**src/rtl/vector_pkg.sv**
```systemverilog
// Shared definitions for the vector issue path: instruction layout, width defaults,
// ALU opcode constants and register/vector typedefs.
package vector_pkg;

  localparam int BITS_OPCODE_DEF = 5;
  localparam int BITS_ARRAY_DEF  = 64;
  localparam int BITS_DATA_DEF   = 8;
  localparam int BITS_REG_DEF    = 3;
  localparam int NUM_REGS_DEF    = 1 << BITS_REG_DEF;
  localparam int NUM_LANES_DEF   = BITS_ARRAY_DEF / BITS_DATA_DEF;

  localparam int INSTR_W = 16;
  localparam int OPC_MSB = 15;
  localparam int OPC_LSB = 11;
  localparam int RD_MSB  = 10;
  localparam int RD_LSB  = 8;
  localparam int RA_MSB  = 7;
  localparam int RA_LSB  = 5;
  localparam int RB_MSB  = 4;
  localparam int RB_LSB  = 2;
  localparam int RSV_MSB = 1;
  localparam int RSV_LSB = 0;

  typedef logic [BITS_REG_DEF-1:0]    reg_idx_t;
  typedef logic [BITS_ARRAY_DEF-1:0]  vec_t;
  typedef logic [BITS_OPCODE_DEF-1:0] opcode_t;

  typedef enum logic [BITS_OPCODE_DEF-1:0] {
    OP_NOP = 5'h00,
    OP_ADD = 5'h01,
    OP_SUB = 5'h02,
    OP_AND = 5'h03,
    OP_OR  = 5'h04,
    OP_XOR = 5'h05,
    OP_MIN = 5'h06,
    OP_MAX = 5'h07
  } vec_op_e;

  typedef struct packed {
    opcode_t    opcode;
    reg_idx_t   rd;
    reg_idx_t   ra;
    reg_idx_t   rb;
    logic [1:0] rsvd;
  } instr_t;

  function automatic instr_t decode_instr(input logic [INSTR_W-1:0] raw);
    instr_t d;
    d.opcode = raw[OPC_MSB:OPC_LSB];
    d.rd     = raw[RD_MSB:RD_LSB];
    d.ra     = raw[RA_MSB:RA_LSB];
    d.rb     = raw[RB_MSB:RB_LSB];
    d.rsvd   = raw[RSV_MSB:RSV_LSB];
    return d;
  endfunction

endpackage

```
**src/rtl/vector_issue_stage_if.sv**
```systemverilog
// Instruction, issue-bundle and writeback signals between the issue stage and its
// neighbours. slave = the issue stage, master = upstream/execution side.
interface vector_issue_stage_if
  import vector_pkg::*;
#(
  parameter int BITS_OPCODE = BITS_OPCODE_DEF,
  parameter int BITS_ARRAY  = BITS_ARRAY_DEF,
  parameter int BITS_REG    = BITS_REG_DEF
) ();

  logic                   instrValid;
  logic                   instrReady;
  logic [INSTR_W-1:0]     instr;
  logic                   issueValid;
  logic                   issueReady;
  logic [BITS_OPCODE-1:0] opCode;
  logic [BITS_ARRAY-1:0]  arrayA;
  logic [BITS_ARRAY-1:0]  arrayB;
  logic [BITS_REG-1:0]    destReg;
  logic                   wbEn;
  logic [BITS_REG-1:0]    wbReg;
  logic [BITS_ARRAY-1:0]  wbData;

  modport slave (
    input  instrValid, instr, issueReady, wbEn, wbReg, wbData,
    output instrReady, issueValid, opCode, arrayA, arrayB, destReg
  );

  modport master (
    output instrValid, instr, issueReady, wbEn, wbReg, wbData,
    input  instrReady, issueValid, opCode, arrayA, arrayB, destReg
  );

endinterface

```
**src/rtl/vector_regfile.sv**
```systemverilog
// Vector register file: R0 hard-wired to zero, two async read ports, one write port.
// With VECTOR_ISSUE_BYPASS_EN defined, a same-cycle write is forwarded to the read ports.
module vector_regfile
  import vector_pkg::*;
#(
  parameter int BITS_ARRAY = BITS_ARRAY_DEF,
  parameter int BITS_REG   = BITS_REG_DEF
) (
  input  logic                  clk,
  input  logic                  rst_n,
  input  logic                  we,
  input  logic [BITS_REG-1:0]   waddr,
  input  logic [BITS_ARRAY-1:0] wdata,
  input  logic [BITS_REG-1:0]   raddr_a,
  output logic [BITS_ARRAY-1:0] rdata_a,
  input  logic [BITS_REG-1:0]   raddr_b,
  output logic [BITS_ARRAY-1:0] rdata_b
);

  localparam int NREGS = 1 << BITS_REG;

  logic [BITS_ARRAY-1:0] regs [NREGS];

  genvar gi;
  generate
    for (gi = 0; gi < NREGS; gi++) begin : g_reg
      if (gi == 0) begin : g_zero
        assign regs[gi] = '0;
      end else begin : g_file
        logic [BITS_ARRAY-1:0] q_reg;
        always_ff @(posedge clk or negedge rst_n) begin
          if (!rst_n) begin
            q_reg <= '0;
          end else if (we && (waddr == BITS_REG'(gi))) begin
            q_reg <= wdata;
          end
        end
        assign regs[gi] = q_reg;
      end
    end
  endgenerate

`ifdef VECTOR_ISSUE_BYPASS_EN
  // R0 must stay zero even while it is the write target
  assign rdata_a = (we && (waddr == raddr_a) && (raddr_a != '0)) ? wdata : regs[raddr_a];
  assign rdata_b = (we && (waddr == raddr_b) && (raddr_b != '0)) ? wdata : regs[raddr_b];
`else
  assign rdata_a = regs[raddr_a];
  assign rdata_b = regs[raddr_b];
`endif

endmodule

```
**src/rtl/vector_issue_stage.sv**
```systemverilog
// Decode/operand-issue stage: scoreboarded register reads feeding a registered bundle.
// VECTOR_ISSUE_BYPASS_EN enables same-cycle writeback clear and operand forwarding.
module vector_issue_stage
  import vector_pkg::*;
#(
  parameter int BITS_OPCODE = BITS_OPCODE_DEF,
  parameter int BITS_ARRAY  = BITS_ARRAY_DEF,
  parameter int BITS_REG    = BITS_REG_DEF
) (
  input  logic                 clk,
  input  logic                 rst_n,
  vector_issue_stage_if.slave  bus,
  output logic                 illegalSeen,
  output logic [15:0]          issueCount
);

  localparam int NREGS = 1 << BITS_REG;

  instr_t                dec;
  logic [NREGS-1:0]      pending_reg;
  logic [NREGS-1:0]      pending_next;
  logic [NREGS-1:0]      pending_eff;
  logic [NREGS-1:0]      wb_clr;
  logic [NREGS-1:0]      rd_set;
  logic                  hazard;
  logic                  instr_ready;
  logic                  accept;
  logic [BITS_ARRAY-1:0] rdata_a;
  logic [BITS_ARRAY-1:0] rdata_b;

  logic                   issue_valid_reg;
  logic [BITS_OPCODE-1:0] opcode_reg;
  logic [BITS_ARRAY-1:0]  array_a_reg;
  logic [BITS_ARRAY-1:0]  array_b_reg;
  logic [BITS_REG-1:0]    dest_idx_reg;
  logic                   illegal_reg;
  logic [15:0]            count_reg;

  assign dec = decode_instr(bus.instr);

  // R0 never takes part in the scoreboard
  genvar gi;
  generate
    for (gi = 0; gi < NREGS; gi++) begin : g_sb
      assign wb_clr[gi] = bus.wbEn && (bus.wbReg == BITS_REG'(gi)) && (gi != 0);
      assign rd_set[gi] = accept && (dec.rd == BITS_REG'(gi)) && (gi != 0);
    end
  endgenerate

`ifdef VECTOR_ISSUE_BYPASS_EN
  assign pending_eff = pending_reg & ~wb_clr;
`else
  assign pending_eff = pending_reg;
`endif

  assign hazard       = pending_eff[dec.ra] | pending_eff[dec.rb] | pending_eff[dec.rd];
  assign instr_ready  = rst_n && !hazard && (!issue_valid_reg || bus.issueReady);
  assign accept       = bus.instrValid && instr_ready;
  // a set in the same cycle as a clear of the same register wins
  assign pending_next = (pending_reg & ~wb_clr) | rd_set;

  vector_regfile #(
    .BITS_ARRAY (BITS_ARRAY),
    .BITS_REG   (BITS_REG)
  ) u_regfile (
    .clk     (clk),
    .rst_n   (rst_n),
    .we      (bus.wbEn),
    .waddr   (bus.wbReg),
    .wdata   (bus.wbData),
    .raddr_a (dec.ra),
    .rdata_a (rdata_a),
    .raddr_b (dec.rb),
    .rdata_b (rdata_b)
  );

  always_ff @(posedge clk or negedge rst_n) begin
    if (!rst_n) begin
      pending_reg     <= '0;
      issue_valid_reg <= 1'b0;
      opcode_reg      <= '0;
      array_a_reg     <= '0;
      array_b_reg     <= '0;
      dest_idx_reg    <= '0;
      illegal_reg     <= 1'b0;
      count_reg       <= '0;
    end else begin
      pending_reg <= pending_next;
      if (accept) begin
        issue_valid_reg <= 1'b1;
        opcode_reg      <= dec.opcode;
        array_a_reg     <= rdata_a;
        array_b_reg     <= rdata_b;
        dest_idx_reg    <= dec.rd;
        count_reg       <= count_reg + 16'd1;
        if (dec.rsvd != 2'b00) begin
          illegal_reg <= 1'b1;
        end
      end else if (bus.issueReady) begin
        issue_valid_reg <= 1'b0;
      end
    end
  end

  assign bus.instrReady = instr_ready;
  assign bus.issueValid = issue_valid_reg;
  assign bus.opCode     = opcode_reg;
  assign bus.arrayA     = array_a_reg;
  assign bus.arrayB     = array_b_reg;
  assign bus.destReg    = dest_idx_reg;
  assign illegalSeen    = illegal_reg;
  assign issueCount     = count_reg;

endmodule
```
**src/flat_wrapper.sv**
```systemverilog
// flat-port wrapper written by rule: the top's interface ports become plain ports
module vector_issue_stage_flat import vector_pkg::*;
#(
  parameter int BITS_OPCODE = BITS_OPCODE_DEF,
  parameter int BITS_ARRAY  = BITS_ARRAY_DEF,
  parameter int BITS_REG    = BITS_REG_DEF
)
  (clk, rst_n, illegalSeen, issueCount, bus_instrValid, bus_instr, bus_issueReady, bus_wbEn, bus_wbReg, bus_wbData, bus_instrReady, bus_issueValid, bus_opCode, bus_arrayA, bus_arrayB, bus_destReg);
  vector_issue_stage_if #(.BITS_OPCODE(BITS_OPCODE), .BITS_ARRAY(BITS_ARRAY), .BITS_REG(BITS_REG)) bus_i ();
  input  logic clk;
  input  logic rst_n;
  output logic illegalSeen;
  output logic [15:0] issueCount;
  input wire logic [$bits(bus_i.instrValid)-1:0] bus_instrValid;
  input wire logic [$bits(bus_i.instr)-1:0] bus_instr;
  input wire logic [$bits(bus_i.issueReady)-1:0] bus_issueReady;
  input wire logic [$bits(bus_i.wbEn)-1:0] bus_wbEn;
  input wire logic [$bits(bus_i.wbReg)-1:0] bus_wbReg;
  input wire logic [$bits(bus_i.wbData)-1:0] bus_wbData;
  output wire logic [$bits(bus_i.instrReady)-1:0] bus_instrReady;
  output wire logic [$bits(bus_i.issueValid)-1:0] bus_issueValid;
  output wire logic [$bits(bus_i.opCode)-1:0] bus_opCode;
  output wire logic [$bits(bus_i.arrayA)-1:0] bus_arrayA;
  output wire logic [$bits(bus_i.arrayB)-1:0] bus_arrayB;
  output wire logic [$bits(bus_i.destReg)-1:0] bus_destReg;
  assign bus_i.instrValid = bus_instrValid;
  assign bus_i.instr = bus_instr;
  assign bus_i.issueReady = bus_issueReady;
  assign bus_i.wbEn = bus_wbEn;
  assign bus_i.wbReg = bus_wbReg;
  assign bus_i.wbData = bus_wbData;
  assign bus_instrReady = bus_i.instrReady;
  assign bus_issueValid = bus_i.issueValid;
  assign bus_opCode = bus_i.opCode;
  assign bus_arrayA = bus_i.arrayA;
  assign bus_arrayB = bus_i.arrayB;
  assign bus_destReg = bus_i.destReg;
  vector_issue_stage #(.BITS_OPCODE(BITS_OPCODE), .BITS_ARRAY(BITS_ARRAY), .BITS_REG(BITS_REG)) u_core (.clk(clk), .rst_n(rst_n), .bus(bus_i), .illegalSeen(illegalSeen), .issueCount(issueCount));
endmodule
```
**config.mk**
```make
export PLATFORM = sky130hd
export DESIGN_NAME = vector_issue_stage_flat
export DESIGN_NICKNAME = d
export VERILOG_FILES = /design/src/rtl/vector_pkg.sv /design/src/rtl/vector_issue_stage_if.sv /design/src/rtl/vector_regfile.sv /design/src/rtl/vector_issue_stage.sv /design/src/flat_wrapper.sv
export SDC_FILE = /design/constraint.sdc
export NUM_CORES = 1
export LEC_CHECK = 0
export BUFFER_PORTS_ARGS = -buffer_cell sky130_fd_sc_hd__buf_2
export CAP_MARGIN = 30
export CELL_PAD_IN_SITES_DETAIL_PLACEMENT = 0
export CELL_PAD_IN_SITES_GLOBAL_PLACEMENT = 2
export CORE_MARGIN = 5
export CORE_UTILIZATION = 40
export CTS_CLUSTER_DIAMETER = 120
export DETAILED_ROUTE_END_ITERATION = 16
export GPL_ROUTABILITY_DRIVEN = 0
export PLACE_DENSITY_LB_ADDON = 0.2
export RECOVER_POWER = 50
export SLEW_MARGIN = 20
export SYNTH_ARGS = -nofsm -noshare
export SYNTH_HDL_FRONTEND = slang
export SYNTH_SLANG_ARGS = --single-unit
export TNS_END_PERCENT = 1
```
**constraint.sdc**
```tcl
create_clock -name clk -period 4.05 [get_ports clk]
set_input_delay 0.81 -clock clk [delete_from_list [all_inputs] [get_ports clk]]
set_output_delay 0.81 -clock clk [all_outputs]
set_load 0.005 [all_outputs]
```
Word-level counts from Yosys, hierarchy flattened. Cells that the tools add are included.

Flip-flop bits (word level): 610. Bits of input ports: 88. Output and inout bits: 155. Logic and storage cells: 79.

$add $sub $neg: 1. $lt $le $gt $ge: 5. Equal/unequal tests: 14. Multiplexer cells: 14. Bitwise gates (word level): 7. Reduce and logical (&&, ||, !) cells: 23.

Operators with widths (count): 64-bit binary-select mux with 3-bit select (2); 64-bit two-way mux (4); 3-bit equality test (second input constant) (8); 1-bit logical AND (17); 16-bit by 1-bit adder with 16-bit output (second input constant) (1); 3-bit by 2-bit equality test with 1-bit output (second input constant) (4); 3-bit by 4-bit less-than comparator with 1-bit output (second input constant) (3); 1-bit binary-select mux with 3-bit select (3); 8-bit AND (1); 4-bit >= comparator (second input constant) (2); 3-bit NOT with 4-bit output (2); 8-bit NOT (1); 8-bit OR (1); 3-bit by 1-bit equality test with 1-bit output (second input constant) (2); 1-bit two-way mux (5); 2-bit nonzero test (2); 1-bit zero test (2); 1-bit OR (2); 2-bit AND reduction (1); 1-bit logical OR (1).

Logic depth before layout (Yosys ltp). Gate-level depths: netlist of run 1.

Depth in word-level cells: 10. Depth in mapped cells: 8. Depth with buffers taken out: 5.

Cells and area by module. Synthesis of run 1 repeated with hierarchy kept, for this count alone.

Cells, all modules: 2132. Area, all modules: 30249.0 sq um.

Modules (own cells, without submodules): vector_regfile (instances 1, cells each 1714, area an instance 23329.9 sq um, sequential area each 11210.8 sq um); vector_issue_stage (instances 1, cells each 418, area an instance 6919.1 sq um, sequential area each 4028.9 sq um).

Least setup slack after synthesis of run 1. OpenSTA, ideal clock, no wires.

Kind: input to output. Start point: in bus_instr[9]. End point: out bus_instrReady. Arrival time: 2.358 ns. Required time: 3.240 ns. Slack: 0.882 ns. Stages on the path: 6. Path buffers: 2. Cell sequence: clkbuf_1 -> mux2i_1 -> nor2_1 -> nor4_2 -> clkbuf_1 -> and2_1.

Longest elaborated chain between the ends: 6.

RTL lines: from (decl) (RTL line flat_wrapper.sv:15) `input wire logic [$bits(bus_i.instr)-1:0] bus_instr;`; 1-bit binary-select mux with 3-bit select (RTL line vector_issue_stage.sv:56) `assign hazard = pending_eff[dec.ra] | pending_eff[dec.rb] | pending_eff[dec.rd];`; 1-bit two-way mux (not written as such) (RTL line vector_issue_stage.sv:56); 1-bit OR (RTL line vector_issue_stage.sv:56); 1-bit zero test (RTL line vector_issue_stage.sv:57) `assign instr_ready = rst_n && !hazard && (!issue_valid_reg || bus.issueReady);`; 1-bit logical AND (2 in series) (RTL line vector_issue_stage.sv:57); to (decl) (RTL line flat_wrapper.sv:20) `output wire logic [$bits(bus_i.instrReady)-1:0] bus_instrReady;`.

No other way between the ends. The select of a mux whose other input is x is not followed.

Worst setup path after layout of run 1.
Start point: in bus_wbEn. End point: reg u_core.u_regfile.g_reg[5].g_file.q_reg[46].

Longest elaborated chain between the ends: 1.

RTL lines: from (decl) (RTL line flat_wrapper.sv:17) `input wire logic [$bits(bus_i.wbEn)-1:0] bus_wbEn;`; 1-bit logical AND (RTL line vector_regfile.sv:34) `end else if (we && (waddr == BITS_REG'(gi))) begin`; to (signal assigned) (RTL line vector_regfile.sv:35) `q_reg <= wdata;`; to (decl) (RTL line vector_regfile.sv:30) `logic [BITS_ARRAY-1:0] q_reg;`.

No other way between the ends. A chain may end at the register's enable or synchronous reset.

==> run_results.csv, run 1 <==
group,metric,value,unit
outcome,outcome,"finished, violations left",
outcome,failed_checks,"max-capacitance violations, max-slew violations",
route,drt_iter0_drc,1092,
synthesis,synthesis.nets,2212,
place,place_inst,3207,
min_path,hold_class,"in2async",
route,via_count,19307,
grt,grt_pass1_wl,133,mm
sta,slew_viol_final,397,
route,dr.pass1.iters,5,
synthesis,syn_area,0.0300,sq mm
clocking,cts_tree,"done",
synthesis,yosysSeqAreaShare,0.508,
setup_path,cp_slowest_cell,"nand3_1",
synthesis,yosys-top-cells-area,"dfrtp_1 (51%), mux2_2 (24%), mux4_2 (9.6%)",
setup_path,cp_max_fo,28,
route,drc_errors,0,
setup_path,crit_arrival,3.95,ns
sta,slew_headroom,-0.729,
setup_path,slowest_delay,1.56,ns
floorplan,core,0.0743,sq mm
clocking,cts.sinks,609,
synthesis,synth_top_area_share,0.508,
floorplan,die_w,284,um
floorplan,fp-row-count,100,
final_layout,drive_gt1_frac,0.486,
floorplan,io_pins,243,
power,power_leakage,14.8,nW
sta,skew,0.0266,ns
grt,grt_max_degree,162,
setup_path,crit_cells,5,
sta,min_period_over_period,0.858,
route,final_antenna_net_count,0,
clocking,cts.reportedPaths.clkPinSlew,0.06,ns
synthesis,ys_async_sr_fraction,1.00,
power,p_per_area,588,mW/mm^2
sta,hold_violations,0,
synthesis,yosysMostFrequentCell,"mux2_2",
grt,antenna_found_initial,14,
floorplan,die-area,0.0805,sq mm
clocking,cts_buffer_depth,3,
synthesis,netlist_instances,2123,
synthesis,ys_ff_latch,609,
route,drt-wirelength-per-cell,25.7,um
sta,worst_slew_pin_slew,2.59,ns
synthesis,synth_edf_count,0,
sta,max_freq,288,MHz
final_layout,area_growth,15.5,%
sta,fin_crit,3.48,ns
route,routed_via_density,5.78,
clocking,clk_latency,0.61,ns
grt,grt_pass1_vias,21022,
setup_path,cp_top_family,"simple AND/OR/NAND/NOR gates",
final_layout,stdcell_count,3339,
sta,setup_viol,0,
power,finalPower,20.4,mW
sta,whs,0.0829,ns
setup_path,end_kind,"flip-flop",
clocking,hold_buffers,0,
synthesis,synth_top_area_cell,"dfrtp_1",
grt,gr-usage-all-layers,0.212,
synthesis,yosysWarnings,0,
setup_path,path_cells,"clkbuf_1, nor2b_1, nand3_1, buf_4, mux2_2",
setup_path,start_kind,"input pin",
synthesis,synthDistinctLibCells,39,
synthesis,avgSynthCellArea,14.1,sq um
clocking,cts-resized-gates,0,
grt,grt_overflow,0,
setup_path,reg2reg_depth,7,
route,routed_wl,86.0,mm
power,ir_drop,0.250,mV
synthesis,ys_dominant_reg_cell,"dfrtp_1",
job,cap_violations,9,
clocking,cts-htree-levels,3,
floorplan,chipHeight,284,um
final_layout,largest_reg_flops,448,
sta,grt_setup_unrepaired,"no",
clocking,cts_root_buffer,"clkbuf_16",
sta,tns,0,ns
clocking,cts_buffers,71,
setup_path,crit_type,"in2reg",
setup_path,worst_ep_required_time,4.52,ns
place,dp_hpwl,48.7,mm
final_layout,final_nets,2401,
setup_path,cp_num_buf_inv,2,
place,portBuffers,242,
clocking,post_cts_buffers,0,
synthesis,yosys-top-cells-count,"mux2_2 (649), dfrtp_1 (609), nor2_1 (259)",
floorplan,start_util,0.403,
report_power, final:
| part | internal, mW | switching (mW) |
|---|---|---|
| clock | 4.04 | 2.54 |
| combinational | 2.88 | 1.93 |
| sequential | 7.80 | 1.17 |
layout make-up:
| type | instances | area [sq um] |
|---|---|---|
| Clock inverter | 13 | 183 |
| Clock buffer | 112 | 2240 |
| Inverter | 7 | 28.8 |
| Antenna cell | 6 | 15.0 |
| Timing Repair Buffer | 286 | 1700 |
| Tap cell | 969 | 1210 |
| Multi-Input combinational cell | 1337 | 14000 |
| Fill cell | 6700 | 39700 |
| Sequential cell | 609 | 15200 |
final timing paths:
kind	start	endpoint	slack, ns
hold / removal	rst_n	u_core.bus.opCode[0]	0.08
hold reg to reg	u_core.illegalSeen	u_core.illegalSeen	0.47
max in group asynchronous	rst_n	u_core.bus.arrayB[32]	1.29
min in group clk	bus_instr[11]	u_core.bus.opCode[0]	0.44
setup reg to reg	u_core.pending_eff[3]	u_core.bus.arrayB[50]	1.29
setup / recovery	bus_wbEn	u_core.u_regfile.g_reg[5].g_file.q_reg[46]	0.57
kinds of logic (layout without fill, tap and decap cells):
family          count (synthesis)  in the layout  synth area share
mux                           849            849             0.374
flops                         609            609             0.508
simple gates                  326            326            0.0452
buf+inv                       177            418            0.0250
compound gates                146            146            0.0421
xor+xnor                       15             15           0.00438
fa+ha+maj                       1              1          0.000417
other cells                     0              6                 0
layer usage:
layer,track usage,up-vias,wire length (um)
li1,-,8342,-
met1,0.287,10379,38000
met2,0.348,438,41600
met3,0.0395,134,4260
met4,0.0637,14,1990
met5,0,-,86
cell usage in the layout, fill, tap and decap left out, types with 2 or more instances in the layout:
master | netlist | layout
a21oi_1 | 3 | 3
a221oi_1 | 127 | 127
and2_1 | 8 | 7
and3_1 | 6 | 6
buf_1 | 12 | 2
buf_12 | 0 | 15
buf_16 | 0 | 3
buf_2 | 20 | 143
buf_4 | 0 | 23
buf_6 | 8 | 4
bufinv_16 | 0 | 4
clkbuf_1 | 130 | 108
clkbuf_16 | 0 | 76
clkbuf_2 | 0 | 2
clkbuf_8 | 0 | 20
clkinv_2 | 0 | 8
dfrtp_1 | 609 | 609
diode_2 | 0 | 6
inv_1 | 6 | 5
mux2_2 | 649 | 649
mux2_4 | 62 | 62
mux2i_1 | 9 | 9
mux4_2 | 128 | 128
nand2_1 | 15 | 15
nand2b_1 | 3 | 3
nand3_1 | 5 | 5
nand4_1 | 17 | 17
nor2_1 | 259 | 259
nor2b_1 | 5 | 3
nor2b_4 | 0 | 2
nor3_1 | 4 | 4
o21ai_0 | 3 | 3
o32ai_1 | 5 | 5
xnor2_1 | 15 | 15
through the flow:
step / area (sq um) / utilization / setup WS (ns)
2_1_floorplan: 30000 / - / 0.882
4_1_cts: 34800 / 0.468 / 0.723
6_report: 34600 / 0.466 / 0.574
5_1_grt: 34600 / 0.466 / 0.441
3_5_place_dp: 32400 / 0.436 / 0.372
3_3_place_gp: 32300 / 0.434 / 0.437
(Power assumes the default switching activity.)
==> inputs of run 2 (changes only) <==
ABC_AREA = 1   (was unset)
CORE_UTILIZATION = 38   (was 40)
==> run_results.csv, run 2 <==
group,metric,value,unit
power,ir_drop,0.313,mV
clocking,cts_buffer_depth,3,
power,power.internal,12.9,mW
setup_path,cp_slowest_cell,"buf_4",
clocking,post_cts_buffers,0,
power,swShare,0.325,
floorplan,start_util,0.382,
floorplan,die_w,297,um
synthesis,synth_top_area_cell,"dfrtp_1",
final_layout,area_growth,13.8,%
clocking,cts-htree-levels,3,
setup_path,cpMostUsedCell,"nand2_1",
setup_path,cp_max_fo,34,
setup_path,slowest_delay,0.46,ns
synthesis,yosysMostFrequentCell,"nand2_1",
clocking,cts-resized-gates,0,
synthesis,ys_dominant_reg_cell,"dfrtp_1",
sta,min_period_over_period,0.822,
final_layout,final_common_cell,"nand2_1",
sta,tns,0,ns
clocking,hold_buffers,0,
final_layout,fin_util,0.435,
clocking,cts_buffers,74,
power,clock_power_share,0.347,
power,p_seq_frac,0.439,
outcome,failed_checks,"max-capacitance violations, max-slew violations",
clocking,cts_tree,"done",
final_layout,drive_gt1_frac,0.0942,
final_layout,final_cell_mix,"nand2_1 (1536), dfrtp_1 (609), o21ai_0 (514)",
grt,antenna_found_initial,0,
floorplan,io_pins,243,
synthesis,synth_top_area_share,0.487,
synthesis,ys_async_sr_fraction,1.00,
synthesis,syn_area,0.0313,sq mm
grt,gr-usage-all-layers,0.251,
sta,hold_violations,0,
power,finalPower,19.1,mW
final_layout,fillers,8592,
route,via_count,28838,
sta,fin_crit,3.33,ns
setup_path,crit_type,"in2out",
grt,grt_pass1_vias,28289,
final_layout,largest_reg_flops,448,
synthesis,ys_ff_latch,609,
sta,grt_setup_unrepaired,"no",
place,place_inst,5306,
synthesis,synthDistinctLibCells,23,
grt,grt_pass1_wl,176,mm
power,power_leakage,18.2,nW
sta,setup_viol,0,
setup_path,start_kind,"input pin",
clocking,cts_root_buffer,"clkbuf_16",
outcome,outcome,"finished, violations left",
synthesis,yosysSeqAreaShare,0.487,
floorplan,chipHeight,297,um
clocking,cts.sinks,609,
sta,worst_slew_pin_slew,2.93,ns
final_layout,stdcell_count,5433,
synthesis,yosys-top-cells-count,"nand2_1 (1538), dfrtp_1 (609), o21ai_0 (514)",
grt,grt_max_degree,161,
place,portBuffers,242,
synthesis,synth_edf_count,0,
floorplan,fp-row-count,105,
synthesis,yosys-top-cells-area,"dfrtp_1 (49%), nand2_1 (18%), o21ai_0 (8.2%)",
sta,slew_viol_final,646,
route,dr.pass1.iters,6,
sta,skew,0.0200,ns
sta,max_freq,300,MHz
synthesis,netlist_instances,4276,
power,p_per_area,537,mW/mm^2
clocking,clk_latency,0.61,ns
route,routed_wl,114,mm
final_layout,final_nets,4401,
place,pre_cts_ws,0.735,ns
min_path,hold_class,"in2reg",
route,drt-wirelength-per-cell,20.9,um
route,routed_via_density,5.31,
final_layout,antenna_cells,0,
job,cap_violations,9,
clocking,cts.reportedPaths.clkPinSlew,0.06,ns
synthesis,synthesis.nets,4365,
sta,setup_ws,0.722,ns
setup_path,path_cells,"buf_6, buf_4, nand2_1, nand3_1, nand2_1, nand2_1, nand2_1, nor4_1, buf_2",
route,drc_errors,0,
power,combPwrFrac,0.214,
floorplan,core,0.0818,sq mm
route,final_antenna_net_count,0,
synthesis,avgSynthCellArea,7.32,sq um
grt,grt_overflow,0,
synthesis,yosysWarnings,0,
setup_path,crit_arrival,2.52,ns
setup_path,worst_ep_required_time,3.24,ns
power,power.switching,6.22,mW
setup_path,end_kind,"primary output",
route,drt_iter0_drc,2352,
sta,slew_headroom,-0.950,
place,dp_hpwl,59.1,mm
floorplan,die-area,0.0882,sq mm
## run 2: cell types whose count changed after synthesis, sizes merged, moves of 145 or more
| cell | before | now |
|---|---|---|
| nand4 | 17 | 162 |
| nand2 | 15 | 1538 |
| a21oi | 3 | 193 |
| o21ai | 3 | 515 |
| nand3 | 6 | 274 |
| mux2 | 712 | 0 |
| inv | 7 | 353 |
## run 2: layout make-up
cell class                      instances  area (sq um)  share of cell area
Timing Repair Buffer                  290          1840              0.0516
Inverter                              353          1340              0.0375
Sequential cell                       609         15200               0.428
Clock inverter                         13          98.8             0.00278
Tap cell                             1070          1340              0.0376
Clock buffer                          114          2310              0.0648
Multi-Input combinational cell       2984         13500               0.378
## run 2: kinds of logic after synthesis
logic type | Yosys count | synth area share
buf+inv | 683 | 0.0845
flops | 609 | 0.487
simple gates | 2136 | 0.281
xor+xnor | 11 | 0.00308
fa+ha+maj | 1 | 0.000400
compound gates | 836 | 0.144
## run 2: power groups by stage
stage	clock, mW	sequential [mW]	combinational [mW]
CTS	6.81	8.39	4.16
detailed placement	0	8.48	4.15
global route	7.02	8.57	4.73
floorplan	0	8.29	2.51
global placement	0	8.47	4.10
finish	6.64	8.40	4.09
## run 2: through the flow
| step | hold slack [ns] | cell area [sq um] |
|---|---|---|
| finish | 0.383 | 35600 |
| global route | 0.374 | 35600 |
| CTS | 0.345 | 35700 |
| detailed placement | 0.446 | 33300 |
| global placement | 0.443 | 33300 |
| floorplan | 0.453 | 31300 |
## run 2: path summary, 6_finish.rpt
path	startpoint	end	slack (ns)	depth (start not counted)
setup / recovery	bus_instr[5]	bus_instrReady	0.72	9
hold / removal	bus_issueReady	u_core.bus.issueValid	0.38	2
setup reg to reg	u_core.pending_eff[2]	u_core.bus.arrayA[49]	1.87	10
hold reg to reg	u_core.illegalSeen	u_core.illegalSeen	0.46	2
max in group asynchronous	rst_n	u_core.u_regfile.g_reg[1].g_file.q_reg[39]	1.14	4
min in group asynchronous	rst_n	u_core.u_regfile.g_reg[1].g_file.q_reg[20]	0.95	2
## run 2: metal layers
| metal | track usage | routed length, um | up-vias |
|---|---|---|---|
| met5 | 0 | 0 | - |
| met1 | 0.362 | 54100 | 13915 |
| met2 | 0.408 | 51300 | 845 |
| li1 | - | - | 13945 |
| met4 | 0.0564 | 1900 | 0 |
| met3 | 0.0324 | 6350 | 133 |
## run 2: critical path: cells and delay by family
family	cells	cell delay, ns
and+or+nand+nor	6	0.83
buffers and inverters	3	0.87
==> inputs of run 3 (changes only) <==
CORE_UTILIZATION = 35   (was 38)
clock period = 3.1 ns   (was 4.05 ns; I/O delays follow)
==> run_results.csv, run 3 (synthesis results as in run 2) <==
group,metric,value,unit
outcome,outcome,"finished, violations left",
outcome,failed_checks,"max-capacitance violations, max-slew violations",
setup_path,r2r-end,"u_core.bus.arrayB[21]",
power,ir_drop,0.379,mV
setup_path,cp_max_fo,2,
route,drt_iter0_drc,2238,
route,via_count,28752,
setup_path,crit_arrival,2.37,ns
final_layout,final_cell_mix,"nand2_1 (1534), dfrtp_1 (609), o21ai_0 (514)",
min_path,hold_class,"in2reg",
route,final_antenna_net_count,0,
setup_path,worst_ep_required_time,2.48,ns
sta,fin_crit,2.99,ns
final_layout,stdcell_count,5563,
power,p_per_area,701,mW/mm^2
floorplan,fp-row-count,109,
floorplan,core,0.0885,sq mm
job,cap_violations,5,
floorplan,die_w,309,um
final_layout,postLayoutCellArea,0.0362,sq mm
sta,setup_viol,0,
place,pre_cts_ws,0.219,ns
grt,grt_pass1_vias,28058,
route,routed_wl,116,mm
sta,hold_violations,0,
clocking,cts_buffer_depth,3,
clocking,cts.reportedPaths.clkPinSlew,0.05,ns
clocking,cts.sinks,609,
sta,slew_viol_final,361,
sta,worst_slew_pin_slew,2.05,ns
clocking,cts-htree-levels,3,
setup_path,end_kind,"primary output",
route,routed_via_density,5.17,
setup_path,reg2reg_slack,1.05,ns
setup_path,worstReg2RegStart,"u_core.pending_eff[7]",
clocking,post_cts_buffers,0,
grt,antenna_found_initial,4,
place,place_inst,5431,
min_path,hold_start,"bus_issueReady",
floorplan,start_util,0.353,
sta,setup_ws,0.113,ns
clocking,cts_tree,"done",
final_layout,final_common_cell,"nand2_1",
clocking,cts_buffers,75,
min_path,min_path_cells,2,
final_layout,final_nets,4434,
sta,skew,0.0234,ns
floorplan,die-area,0.0955,sq mm
grt,gr-usage-all-layers,0.239,
setup_path,reg2reg_depth,11,
sta,tns,0,ns
place,placed_area,0.0338,sq mm
final_layout,area_growth,15.6,%
power,finalPower,25.4,mW
setup_path,crit_type,"reg2out",
route,drc_errors,0,
grt,grt_overflow,0,
setup_path,start_kind,"flip-flop",
floorplan,chipHeight,309,um
floorplan,io_pins,243,
final_layout,fin_util,0.409,
sta,min_period_over_period,0.964,
clocking,hold_buffers,0,
final_layout,drive_gt1_frac,0.101,
grt,grt_max_degree,142,
final_layout,largest_reg_flops,448,
min_path,hold_end,"u_core.bus.issueValid",
power,power_leakage,18.4,nW
place,dp_hpwl,65.5,mm
route,dr.pass1.iters,5,
sta,whs,0.186,ns
grt,grt_pass1_wl,178,mm
sta,slew_headroom,-0.364,
sta,grt_setup_unrepaired,"no",
route,drt-wirelength-per-cell,20.9,um
place,portBuffers,242,
clocking,cts_root_buffer,"clkbuf_16",
sta,max_freq,335,MHz
clocking,clk_latency,0.63,ns
-- run 3: worst max path at each step --
stage | from | end | slack, ns | cells past startpoint
after floorplan | bus_instr[5] | bus_instrReady | 1.08 | 8
after global placement | rst_n | bus_instrReady | 0.19 | 9
after detailed placement | bus_instr[9] | bus_instrReady | 0.22 | 10
after CTS | u_core.bus.issueValid | bus_instrReady | 0.12 | 9
after global routing | u_core.bus.issueValid | bus_instrReady | 0.008 | 9
final | u_core.bus.issueValid | bus_instrReady | 0.11 | 9
-- run 3: power by group --
group	switching [mW]	internal [mW]	total, mW
Clock	3.56	5.39	8.95
Combinational	3.40	2.02	5.42
Sequential	1.26	9.74	11.0
Total	8.22	17.1	25.4
-- run 3: critical path, cell delays in order, from the launching register on --
cell and delay (ns):
dfrtp_1 0.38, inv_1 0.07, nor2_1 0.11, nor2_1 0.11, nand2_1 0.07, inv_1 0.06, nand2_1 0.11, nor4_2 0.54
buf_4 0.20, buf_2 0.10
-- run 3: metal layers --
layer / wire [um] / GRT usage
met4: 2540 / 0.0544
met1: 55100 / 0.348
met3: 6360 / 0.0340
met5: 0 / 0
met2: 52200 / 0.381
-- run 3: repair_timing --
| item | 4_1_cts | 5_1_grt |
|---|---|---|
| gates resized for setup | 1 | 0 |
| setup endpoints to repair | 1 | 0 |
| hold endpoints to repair | 0 | 0 |
-- run 3: cell type report --
cell class,count,area [sq um]
Clock buffer,113,2240
Antenna cell,2,5.00
Tap cell,1165,1460
Timing Repair Buffer,322,2190
Clock inverter,15,236
Inverter,353,1340
Sequential cell,609,15200
Multi-Input combinational cell,2984,13500
Fill cell,9401,52300
